[config.mk]
export PLATFORM = sky130hd
export DESIGN_NAME = pid_encoder_error
export DESIGN_NICKNAME = d
export VERILOG_FILES = /design/src/rtl/pid_encoder_error.sv
export SDC_FILE = /design/constraint.sdc
export NUM_CORES = 1
export LEC_CHECK = 0
export CAP_MARGIN = 40
export CORE_MARGIN = 2
export CORE_UTILIZATION = 50
export CTS_BUF_LIST = sky130_fd_sc_hd__clkbuf_16
export DETAILED_ROUTE_END_ITERATION = 12
export PLACE_DENSITY = 0.7
export SETUP_SLACK_MARGIN = 0.2
export SLEW_MARGIN = 25
export SYNTH_ARGS = -nofsm -noshare
export SYNTH_HDL_FRONTEND = slang
export SYNTH_SLANG_ARGS = --single-unit
[constraint.sdc]
create_clock -name clk -period 14.6 [get_ports clk]
set_input_delay 1.46 -clock clk [delete_from_list [all_inputs] [get_ports clk]]
set_output_delay 1.46 -clock clk [all_outputs]
set_load 0.005 [all_outputs]
[src/rtl/pid_encoder_error.sv]
// Per-channel x4 quadrature decoders, setpoint bank and saturated error (setpoint - position) for the channel on `a`.
// Latency: encoder edge reaches position 3 clk after sampling; error/pos_out/glitch_out are registered (1 clk); no backpressure.
module pid_encoder_error #(
    parameter int aw = 1,
    parameter int an = 1 << aw,
    parameter int ew = 24,
    parameter int gw = 8
) (
    input  logic          clk,
    input  logic          reset,
    input  logic [aw-1:0] a,
    output logic [ew-1:0] error,
    input  logic [an-1:0] enc_a,
    input  logic [an-1:0] enc_b,
    input  logic          sp_we,
    input  logic [aw-1:0] sp_addr,
    input  logic [ew-1:0] sp_data,
    input  logic [an-1:0] pos_clr,
    output logic [ew-1:0] pos_out,
    output logic [gw-1:0] glitch_out
);

    logic [an-1:0] a_s1, a_s2, a_prev;
    logic [an-1:0] b_s1, b_s2, b_prev;

    logic [ew-1:0] position [an];
    logic [ew-1:0] setpoint [an];
    logic [gw-1:0] glitch   [an];

    logic [an-1:0] step_inc, step_dec, step_bad;

    logic [ew:0]   diff;
    logic [ew-1:0] err_sat;

    // Gray order 00,10,11,01 mapped to 0..3 so a mod-4 difference gives direction.
    function automatic logic [1:0] phase_idx(input logic [1:0] ab);
        logic [1:0] idx;
        case (ab)
            2'b00:   idx = 2'd0;
            2'b10:   idx = 2'd1;
            2'b11:   idx = 2'd2;
            default: idx = 2'd3;
        endcase
        return idx;
    endfunction

    always_comb begin
        step_inc = '0;
        step_dec = '0;
        step_bad = '0;
        for (int i = 0; i < an; i++) begin
            logic [1:0] delta;
            delta = phase_idx({a_s2[i], b_s2[i]}) - phase_idx({a_prev[i], b_prev[i]});
            step_inc[i] = (delta == 2'd1);
            step_dec[i] = (delta == 2'd3);
            step_bad[i] = (delta == 2'd2);
        end
    end

    always_ff @(posedge clk or posedge reset) begin
        if (reset) begin
            a_s1   <= '0;
            a_s2   <= '0;
            a_prev <= '0;
            b_s1   <= '0;
            b_s2   <= '0;
            b_prev <= '0;
        end else begin
            a_s1   <= enc_a;
            a_s2   <= a_s1;
            a_prev <= a_s2;
            b_s1   <= enc_b;
            b_s2   <= b_s1;
            b_prev <= b_s2;
        end
    end

    // Previous-phase flops keep tracking during clear, so release never produces a count.
    always_ff @(posedge clk or posedge reset) begin
        if (reset) begin
            for (int i = 0; i < an; i++) begin
                position[i] <= '0;
                glitch[i]   <= '0;
            end
        end else begin
            for (int i = 0; i < an; i++) begin
                if (pos_clr[i]) begin
                    position[i] <= '0;
                    glitch[i]   <= '0;
                end else begin
                    if (step_inc[i])
                        position[i] <= position[i] + ew'(1);
                    else if (step_dec[i])
                        position[i] <= position[i] - ew'(1);
                    if (step_bad[i] && (glitch[i] != {gw{1'b1}}))
                        glitch[i] <= glitch[i] + gw'(1);
                end
            end
        end
    end

    always_ff @(posedge clk or posedge reset) begin
        if (reset) begin
            for (int i = 0; i < an; i++)
                setpoint[i] <= '0;
        end else if (sp_we) begin
            setpoint[sp_addr] <= sp_data;
        end
    end

    always_comb begin
        diff = {setpoint[a][ew-1], setpoint[a]} - {position[a][ew-1], position[a]};
        if (diff[ew] != diff[ew-1])
            err_sat = diff[ew] ? {1'b1, {(ew-1){1'b0}}} : {1'b0, {(ew-1){1'b1}}};
        else
            err_sat = diff[ew-1:0];
    end

    always_ff @(posedge clk or posedge reset) begin
        if (reset) begin
            error      <= '0;
            pos_out    <= '0;
            glitch_out <= '0;
        end else begin
            error      <= err_sat;
            pos_out    <= position[sp_addr];
            glitch_out <= glitch[sp_addr];
        end
    end

endmodule

==> results.txt <==
Clock slew at reported path FFs: 70 ps
Count leader, synth: dfrtp_1
Critical Path Slowest Stage Cell: o31ai_2
CTS Buf Count: 17
IO Port Bufs: 90
H-tree depth: 4
Largest net degree at the start of global routing: 68
FF-to-FF End: position[20]
Clock latency on the worst-skew pair: 440 ps
Placed Area: 12500 sq um
Overflow after GRT: 0
Syn_nets: 1274
WS Path Type: in2reg
Drt drc: 0
CP Data Arrival Time: 5270 ps
Peak Freq: 201 MHz
Max cap viols: 0
Maximum clock path buffer count: 2
Syn-to-layout area delta: 16.2%
Mapped Area: 11300 sq um
CP Launch Type: input pin
Pre-CTS WS: 9250 ps
Initial antenna violation count: 0
Sequential fraction of the synthesis area: 0.398
Largest area contributor in the netlist: dfrtp_1
Max Slew Vio Count: 0
Nets: 1350
Die W: 155 um
Layout cells sized above 1: 0.132
Slowest stage delay, CP: 720 ps
Peak VDD IR: 87.1 uV
Synth cell types: 64
Warnings, synthesis: 0
Total vias in the final route: 8988
Final period util: 0.340
Critical path cell sequence: buf_2 > buf_4 > o21ai_0 > ha_1 > fa_1 > nor2b_1 > o21ai_0 > a211oi_1 > nor4_2 > o31ai_2 > nand2_1 > o211ai_1 > o21ai_0
Post-CTS Setup Bufs: 0
Wire per inst: 18.1 um
Final GP Congestion: 0.935
Avg Cell Area, Syn: 9.80 sq um
Max Fanout on Critical Path: 50
Final wirelength: 27.7 mm
Vias per cell: 5.87
Reg-to-reg slack, setup: 9740 ps
PD cells: 220 nW/um^2
P_leak: 5.87 nW
CORE AREA: 22400 sq um
Cell count after synthesis: 1156
Setup crit end kind: flip-flop
Remaining antenna violation count: 0
Synth top area cells: dfrtp_1 40%, mux2_2 9.8%, ha_1 8.8%
Root buf cell: clkbuf_16
I/O pin cnt: 91
Final WS setup: 9630 ps
Max-Slew Margin vs Limit: 0.446
CP endpoint: error[4]
Hpwl dp: 20.4 mm
Number of cell rows: 55
FF+latch count, synth: 180
Status: finished clean
Initial DRC Count: 511
Top-area cell type share of the netlist area: 0.398
Diode count: 0
Skew final: 8.31 ps
Clock sinks: 180
Hold_ws: 351 ps
Worst R2R Path Depth: 16
Final setup violation count: 0
Critical Path RT: 14900 ps
Synth top cells by count: 180 x dfrtp_1, 109 x nor2_1, 99 x mux2_2, 92 x a21oi_1, 80 x ha_1
Chip height: 155 um
Reg2reg start: a_s2[1]
Post-layout min period: 4970 ps
Post-synth EDFFs: 0
Initial core utilization: 0.505
Unrepaired setup endpoints after global routing: no
Setup TNS: 0 ps
CP Launch Point: a
Die area: 23900 sq um
Hold path start: a_s1[1]
Hold Crit Class: reg2reg
Total power: 2.90 mW
GR Util All Layers: 0.235
Slew at the pin closest to its max-slew limit: 830 ps
Design area: 13200 sq um
CTS resizes: 0
# hold bufs at CTS: 0
Post-synthesis async set-or-reset flop share: 1.00
1st-pass router iterations: 5
Most used cell along the critical path: o21ai_0
Top_reg_cell synth: dfrtp_1
First-pass GRT wire length: 45.0 mm
Vias in the first global route: 8721
Final hold vios: 0
CTS tree: done
[logic make-up (layout without fill, tap and decap cells)]
logic type / count (synthesis) / in the layout / share of synthesized area
AND/OR/NAND/NOR: 314 / 314 / 0.130
multiplexers: 134 / 134 / 0.129
AO/OA/AOI/OAI: 289 / 289 / 0.162
adder cells (fa/ha/maj): 93 / 93 / 0.103
buffers and inverters: 80 / 169 / 0.0271
flip-flops: 180 / 180 / 0.398
XOR/XNOR: 66 / 66 / 0.0510
[area by class of cell]
| class | count | area [sq um] |
|---|---|---|
| Fill cell | 1954 | 9270 |
| Inverter | 32 | 125 |
| Sequential cell | 180 | 4500 |
| Clock buffer | 17 | 425 |
| Multi-Input combinational cell | 896 | 6520 |
| Clock inverter | 15 | 173 |
| Timing Repair Buffer | 105 | 1060 |
| Tap cell | 285 | 357 |
[registers in the layout, summed over array words and instances (netlist names), 8 cells and up]
signal / count
glitch: 16
glitch_out: 8
position: 48
setpoint: 48
pos_out: 24
error: 24
[metrics by stage]
step,instances,util
2_1_floorplan,1156,-
3_3_place_gp,1494,0.556
3_5_place_dp,1495,0.557
4_1_cts,1527,0.584
5_1_grt,1530,0.587
6_report,1530,0.587
[layout by cell type, fill, tap and decap left out, drive strengths merged, types with 4 or more instances in the layout]
cell type,instances
and2,4
a31o,4
xnor2,36
clkinv,6
ha,80
a31oi,18
or3,7
nand3,24
maj3,10
clkbuf,17
a21o,26
nand2,76
nand2b,8
a211oi,11
mux2,99
a21oi,92
clkdlybuf4s50,88
or2,6
o211ai,12
xor2,30
o21a,11
o21ai,66
nor2,109
nor3,21
nand4,16
dfrtp,180
inv,37
o21bai,7
o31ai,4
and3,12
nor2b,19
mux2i,35
buf,17
o31a,8
[where the power goes]
part	switching (mW)	internal (mW)	total, mW	leakage (nW)
Clock	0.214	0.258	0.471	0.289
Combinational	0.939	0.759	1.70	3.32
Sequential	0.0966	0.636	0.733	2.26
[worst min-delay path by stage]
| stage | endpoint | slack, ps | cells after the start |
|---|---|---|---|
| 2_1_floorplan | a_s2[0] | 330 | 0 |
| 3_3_place_gp | b_s2[1] | 340 | 0 |
| 3_5_place_dp | a_s2[1] | 340 | 0 |
| 4_1_cts | a_s2[1] | 350 | 0 |
| 5_1_grt | b_s2[0] | 360 | 0 |
| 6_report | a_s2[1] | 350 | 0 |
[critical path: cells and delay by family]
kind / cells / cell delay [ps]
compound gates: 6 / 1760
simple gates: 3 / 670
buf+inv: 2 / 640
fa+ha+maj: 2 / 670
[per-layer routing]
layer  global-route usage  vias up  share of wire
met3               0.0342       36          0.046
li1                     -     4348              -
met5                    0        -              0
met2                0.405      235           0.49
met4               0.0600        0          0.016
met1                0.313     4369           0.45
No activity file was read; power rests on OpenSTA's default activity.
